**config.mk**
```make
export PLATFORM = sky130hd
export DESIGN_NAME = piso_tx
export DESIGN_NICKNAME = d
export VERILOG_FILES = /design/src/rtl/piso_pkg.sv /design/src/rtl/piso_hold.sv /design/src/rtl/piso_tx.sv
export SDC_FILE = /design/constraint.sdc
export NUM_CORES = 1
export LEC_CHECK = 0
export CORE_MARGIN = 2
export CORE_UTILIZATION = 49
export CTS_CLUSTER_DIAMETER = 100
export DETAILED_ROUTE_END_ITERATION = 8
export GPL_TIMING_DRIVEN = 1
export PLACE_DENSITY = 0.72
export SYNTH_ARGS = -nofsm -noshare
export SYNTH_HDL_FRONTEND = slang
export SYNTH_HIERARCHICAL = 1
export SYNTH_SLANG_ARGS = --single-unit
export TNS_END_PERCENT = 50
```
**constraint.sdc**
```tcl
create_clock -name clk -period 2.05 [get_ports clk]
set_input_delay 0.615 -clock clk [delete_from_list [all_inputs] [get_ports clk]]
set_output_delay 0.615 -clock clk [all_outputs]
set_load 0.02 [all_outputs]
```
**src/rtl/piso_pkg.sv**
```systemverilog
// Shared types and defaults for the piso_tx parallel-in serial-out transmitter.
package piso_pkg;

    typedef enum logic [1:0] {
        IDLE,
        SHIFT,
        GAP
    } piso_state_t;

    localparam int PISO_WIDTH_DEF = 8;

endpackage

```
**src/rtl/piso_hold.sv**
```systemverilog
// Single-entry word buffer in front of the shifter; a write and a read never
// coincide because the writer is only ready while the buffer is empty.
module piso_hold #(
    parameter int WIDTH = piso_pkg::PISO_WIDTH_DEF
) (
    input  logic             clk,
    input  logic             rst,
    input  logic             wr_en,
    input  logic             rd_en,
    input  logic [WIDTH-1:0] din,
    output logic [WIDTH-1:0] dout,
    output logic             valid
);

    always_ff @(posedge clk or negedge rst) begin
        if (!rst) begin
            valid <= 1'b0;
        end else begin
            valid <= (valid && !rd_en) || wr_en;
        end
    end

    always_ff @(posedge clk) begin
        if (wr_en) begin
            dout <= din;
        end
    end

endmodule

```
**src/rtl/piso_tx.sv**
```systemverilog
// Serializer feeding sipo_1: valid/ready word input, one-word hold buffer,
// registered data_out/load stream with a programmable idle gap between words.
module piso_tx #(
    parameter int WIDTH     = piso_pkg::PISO_WIDTH_DEF,
    parameter int GAP       = 2,
    parameter bit MSB_FIRST = 1'b1
) (
    input  logic             clk,
    input  logic             rst,
    input  logic             in_valid,
    input  logic [WIDTH-1:0] in_data,
    output logic             in_ready,
    output logic             data_out,
    output logic             load,
    output logic             busy,
    output logic             done
);

    import piso_pkg::*;

    localparam int BW = $clog2(WIDTH);
    localparam int GW = (GAP > 0) ? $clog2(GAP + 1) : 1;
    localparam logic [BW-1:0] BIT_LAST = BW'(WIDTH - 1);
    localparam logic [GW-1:0] GAP_LAST = (GAP > 0) ? GW'(GAP - 1) : '0;

    piso_state_t      state, state_nxt;
    logic [WIDTH-1:0] sr, sr_nxt;
    logic [BW-1:0]    bit_cnt, bit_cnt_nxt;
    logic [GW-1:0]    gap_cnt, gap_cnt_nxt;
    logic [WIDTH-1:0] hold_data;
    logic             hold_valid;
    logic             hold_wr, hold_rd;
    logic             accept;
    logic             load_nxt, data_out_nxt, busy_nxt, done_nxt;

    function automatic logic lead_bit(input logic [WIDTH-1:0] w);
        return MSB_FIRST ? w[WIDTH-1] : w[0];
    endfunction

    function automatic logic [WIDTH-1:0] advance(input logic [WIDTH-1:0] w);
        return MSB_FIRST ? {w[WIDTH-2:0], 1'b0} : {1'b0, w[WIDTH-1:1]};
    endfunction

    assign in_ready = !hold_valid;
    assign accept   = in_valid && in_ready;
    // In IDLE an accepted word bypasses the buffer straight into the shifter.
    assign hold_wr  = accept && (state != piso_pkg::IDLE);

    piso_hold #(
        .WIDTH (WIDTH)
    ) u_hold (
        .clk   (clk),
        .rst   (rst),
        .wr_en (hold_wr),
        .rd_en (hold_rd),
        .din   (in_data),
        .dout  (hold_data),
        .valid (hold_valid)
    );

    always_ff @(posedge clk or negedge rst) begin
        if (!rst) begin
            state    <= piso_pkg::IDLE;
            bit_cnt  <= '0;
            gap_cnt  <= '0;
            load     <= 1'b0;
            data_out <= 1'b0;
            busy     <= 1'b0;
            done     <= 1'b0;
        end else begin
            state    <= state_nxt;
            bit_cnt  <= bit_cnt_nxt;
            gap_cnt  <= gap_cnt_nxt;
            load     <= load_nxt;
            data_out <= data_out_nxt;
            busy     <= busy_nxt;
            done     <= done_nxt;
        end
    end

    always_ff @(posedge clk) begin
        sr <= sr_nxt;
    end

    always_comb begin
        state_nxt   = state;
        sr_nxt      = sr;
        bit_cnt_nxt = bit_cnt;
        gap_cnt_nxt = gap_cnt;
        hold_rd     = 1'b0;
        case (state)
            piso_pkg::IDLE: begin
                if (hold_valid) begin
                    sr_nxt      = hold_data;
                    hold_rd     = 1'b1;
                    bit_cnt_nxt = '0;
                    state_nxt   = piso_pkg::SHIFT;
                end else if (accept) begin
                    sr_nxt      = in_data;
                    bit_cnt_nxt = '0;
                    state_nxt   = piso_pkg::SHIFT;
                end
            end
            piso_pkg::SHIFT: begin
                if (bit_cnt == BIT_LAST) begin
                    if (GAP > 0) begin
                        gap_cnt_nxt = '0;
                        state_nxt   = piso_pkg::GAP;
                    end else if (hold_valid) begin
                        // Zero gap: next word's first bit follows immediately.
                        sr_nxt      = hold_data;
                        hold_rd     = 1'b1;
                        bit_cnt_nxt = '0;
                    end else begin
                        state_nxt = piso_pkg::IDLE;
                    end
                end else begin
                    sr_nxt      = advance(sr);
                    bit_cnt_nxt = bit_cnt + 1'b1;
                end
            end
            piso_pkg::GAP: begin
                if (gap_cnt == GAP_LAST) begin
                    if (hold_valid) begin
                        sr_nxt      = hold_data;
                        hold_rd     = 1'b1;
                        bit_cnt_nxt = '0;
                        state_nxt   = piso_pkg::SHIFT;
                    end else begin
                        state_nxt = piso_pkg::IDLE;
                    end
                end else begin
                    gap_cnt_nxt = gap_cnt + 1'b1;
                end
            end
            default: state_nxt = piso_pkg::IDLE;
        endcase
    end

    // Outputs are registered copies of what the next state will present.
    always_comb begin
        load_nxt     = (state_nxt == piso_pkg::SHIFT);
        data_out_nxt = load_nxt && lead_bit(sr_nxt);
        busy_nxt     = (state_nxt != piso_pkg::IDLE);
        done_nxt     = load_nxt && (bit_cnt_nxt == BIT_LAST);
    end

endmodule

```
==> results.ini <==
[worst_setup_path]
crit_fanout=1
rr_endpoint=sr[3]$_DFFE_PP_
crit_buf_inv=1
crit_chain=clkdlybuf4s50_1
cp_top_family=buffers and inverters
arrival_ns=1.27
cp-end-kind=output port
crit_type=reg -> out
cpPeakStageDelay_ns=0.60
reg2reg_from=gap_cnt[0]$_DFFE_PN0P_
rrSetupSlack_ns=0.34
crit_path_start_kind=register
r2r_cells=4
required_ns=1.43
critPathSlowestCell=clkdlybuf4s50_1

[synthesis]
ys.flop_type=edfxtp_1
ys_warn_count=6
ys_types=31
synth.top_cell.area_share=0.370
syn-num-nets=104
syn_avg_cell_area_um2=13.4
syn_inst=91
synthTopCellsByArea=edfxtp_1, dfrtp_1, a221o_2
async_flop_share=0.444
ys_seq_area_frac=0.617
netlist_area_um2=1220
ys_seq_elements=27
synth_area_leader_cell=edfxtp_1
synth.most_common_cell=edfxtp_1
synth_edf_count=15
synth_common_cells=edfxtp_1, dfrtp_1, a221o_2, and2_1, nor2_1

[die]
start_util=0.505
die_w_um=53.8
die_h_um=53.8
rows=18
fp.dieArea_um2=2900
core_area_um2=2410
pin_count=16

[pwr]
p_comb_frac=0.439
power_density_nw_per_um2=1520
p_int_w=0.00138
vdd_ir_drop_max_v=0.000707
seqPwrFrac=0.459
clkPwrFrac=0.102
p_sw_frac=0.370
p_sw_w=0.000811
power_w=0.00219
power.leakage_nw=0.568

[placed_design]
gp_congestion=0.785
io_buffer_count=15
dpl_cell_area_um2=1420
dpl.hpwl_um=1550
dp.cells=137

[hold_path]
holdCritStartpoint=sr[6]$_DFFE_PP_
hold_class=reg -> reg
whs_path_depth=2
min_to=data_out$_DFF_PN0_

[final_layout]
antenna_cells=0
drive_gt1_frac=0.180
multi_input_area_um2=432
area_growth_pct=18.8
stdcell_count=141
fillers=207
seq_area_um2=751
final_area_um2=1450
nets=125

[timing]
setup_violations=0
finalCritPeriodShare=0.919
worst_pin_slew_ns=0.603
fin_worst_skew_ns=0.00682
setup_tns_ns=0
fin_crit_ns=1.88
rsz0062_at_grt=no
drv_slew=0
hold_viol=0
fmax_ghz=0.531
relSlewSlack=0.598

[detailed_routing]
num_vias=783
dr.pass1.iters=4
via_per_inst=5.55
drc=0
drt-total-wl_um=2230
wl_per_cell_um=15.8
antenna_left=0
drtIter0Drc=21

[clock_network]
htree_levels=1
cts_tree=built
clk_latency_ns=0.32
clkTransAtPathRegs_ns=0.14
numClockSinks=27
clockBufferDepth=2
cts_buffers=3
cts_root_buf=clkbuf_4
cts_setup_buffers=0

[global_route]
grtUsageTotal=0.176
antenna_found_initial=0
grt_pass1_wl_um=3530
grt_max_degree=17
overflow=0
grt_pass1_vias=754

[run]
maxCapViolCount=0

[status]
status=complete, no violations

-- stage by stage --
step | setup slack, ns | hold WS (ns) | utilization
after floorplan | 0.149 | 0.319 | -
after global placement | 0.0742 | 0.488 | 0.589
after detailed placement | 0.0489 | 0.506 | 0.589
after CTS | 0.139 | 0.541 | 0.600
after global routing | 0.119 | 0.553 | 0.600
final | 0.167 | 0.532 | 0.600
-- sequential cells by signal (all words and copies together) (netlist names) --
signal        flops
gap_cnt           2
state             2
u_hold/valid      1
load              1
data_out          1
done              1
sr                7
bit_cnt           3
u_hold/dout       8
busy              1
-- layout make-up --
cell class / count / area share
multi-input combinational: 56 / 0.299
timing repair buffer: 19 / 0.124
tap: 30 / 0.0260
inverter: 5 / 0.0130
sequential: 27 / 0.519
clock buffer: 3 / 0.0156
clock inverter: 1 / 0.00346
-- logic make-up (layout without fill, tap and decap cells) --
family                     count (synthesis)  after routing  synth area share
AOI/OAI and AO/OA                         28             28             0.188
xor gates and xnor gates                   1              1           0.00720
adders and majority gates                  2              2            0.0206
DFF                                       27             27             0.617
and+or+nand+nor                           25             25             0.139
buffers and inverters                      8             28            0.0278
-- per-layer routing --
metal,wire length (µm),up-vias,GRT usage,share of wire
met2,1100,12,0.274,0.49
met3,56,2,0.0250,0.025
met1,1060,380,0.250,0.48
met5,0,-,0,0
met4,12,0,0.0641,0.0054
li1,-,389,-,-
-- how the worst max path moves through the flow --
stage,startpoint,end,cells past startpoint
finish,data_out$_DFF_PN0_,data_out,1
global route,busy$_DFF_PN0_,busy,1
CTS,data_out$_DFF_PN0_,data_out,1
detailed placement,in_valid,sr[1]$_DFFE_PP_,4
global placement,in_valid,sr[1]$_DFFE_PP_,4
floorplan,bit_cnt[0]$_DFF_PN0_,sr[0]$_DFFE_PP_,3
-- power by group through the flow --
stage	Sequential (W)	Clock, W	Combinational (W)
6_report	0.00101	0.000223	0.000962
5_1_grt	0.00103	0.000247	0.00106
4_1_cts	0.00101	0.000240	0.000963
3_5_place_dp	0.00102	0	0.000962
3_3_place_gp	0.00101	0	0.000934
2_1_floorplan	0.000998	0	0.000638
-- repair_timing --
action                                  CTS  global route
resized for setup                         1             0
hold buffers                              0             0
endpoints found under the setup margin    1             0
-- cell usage in the layout, fill, tap and decap left out, types with 3 or more instances in the layout --
cell and instances:
a21o_1 3, a21oi_1 3, a221o_2 6, and2_1 6, buf_4 4, clkbuf_4 3
clkdlybuf4s50_1 14, dfrtp_1 12, edfxtp_1 15, inv_1 4, nor2_1 6, o21ai_0 5
No activity file was read; power rests on OpenSTA's default activity.
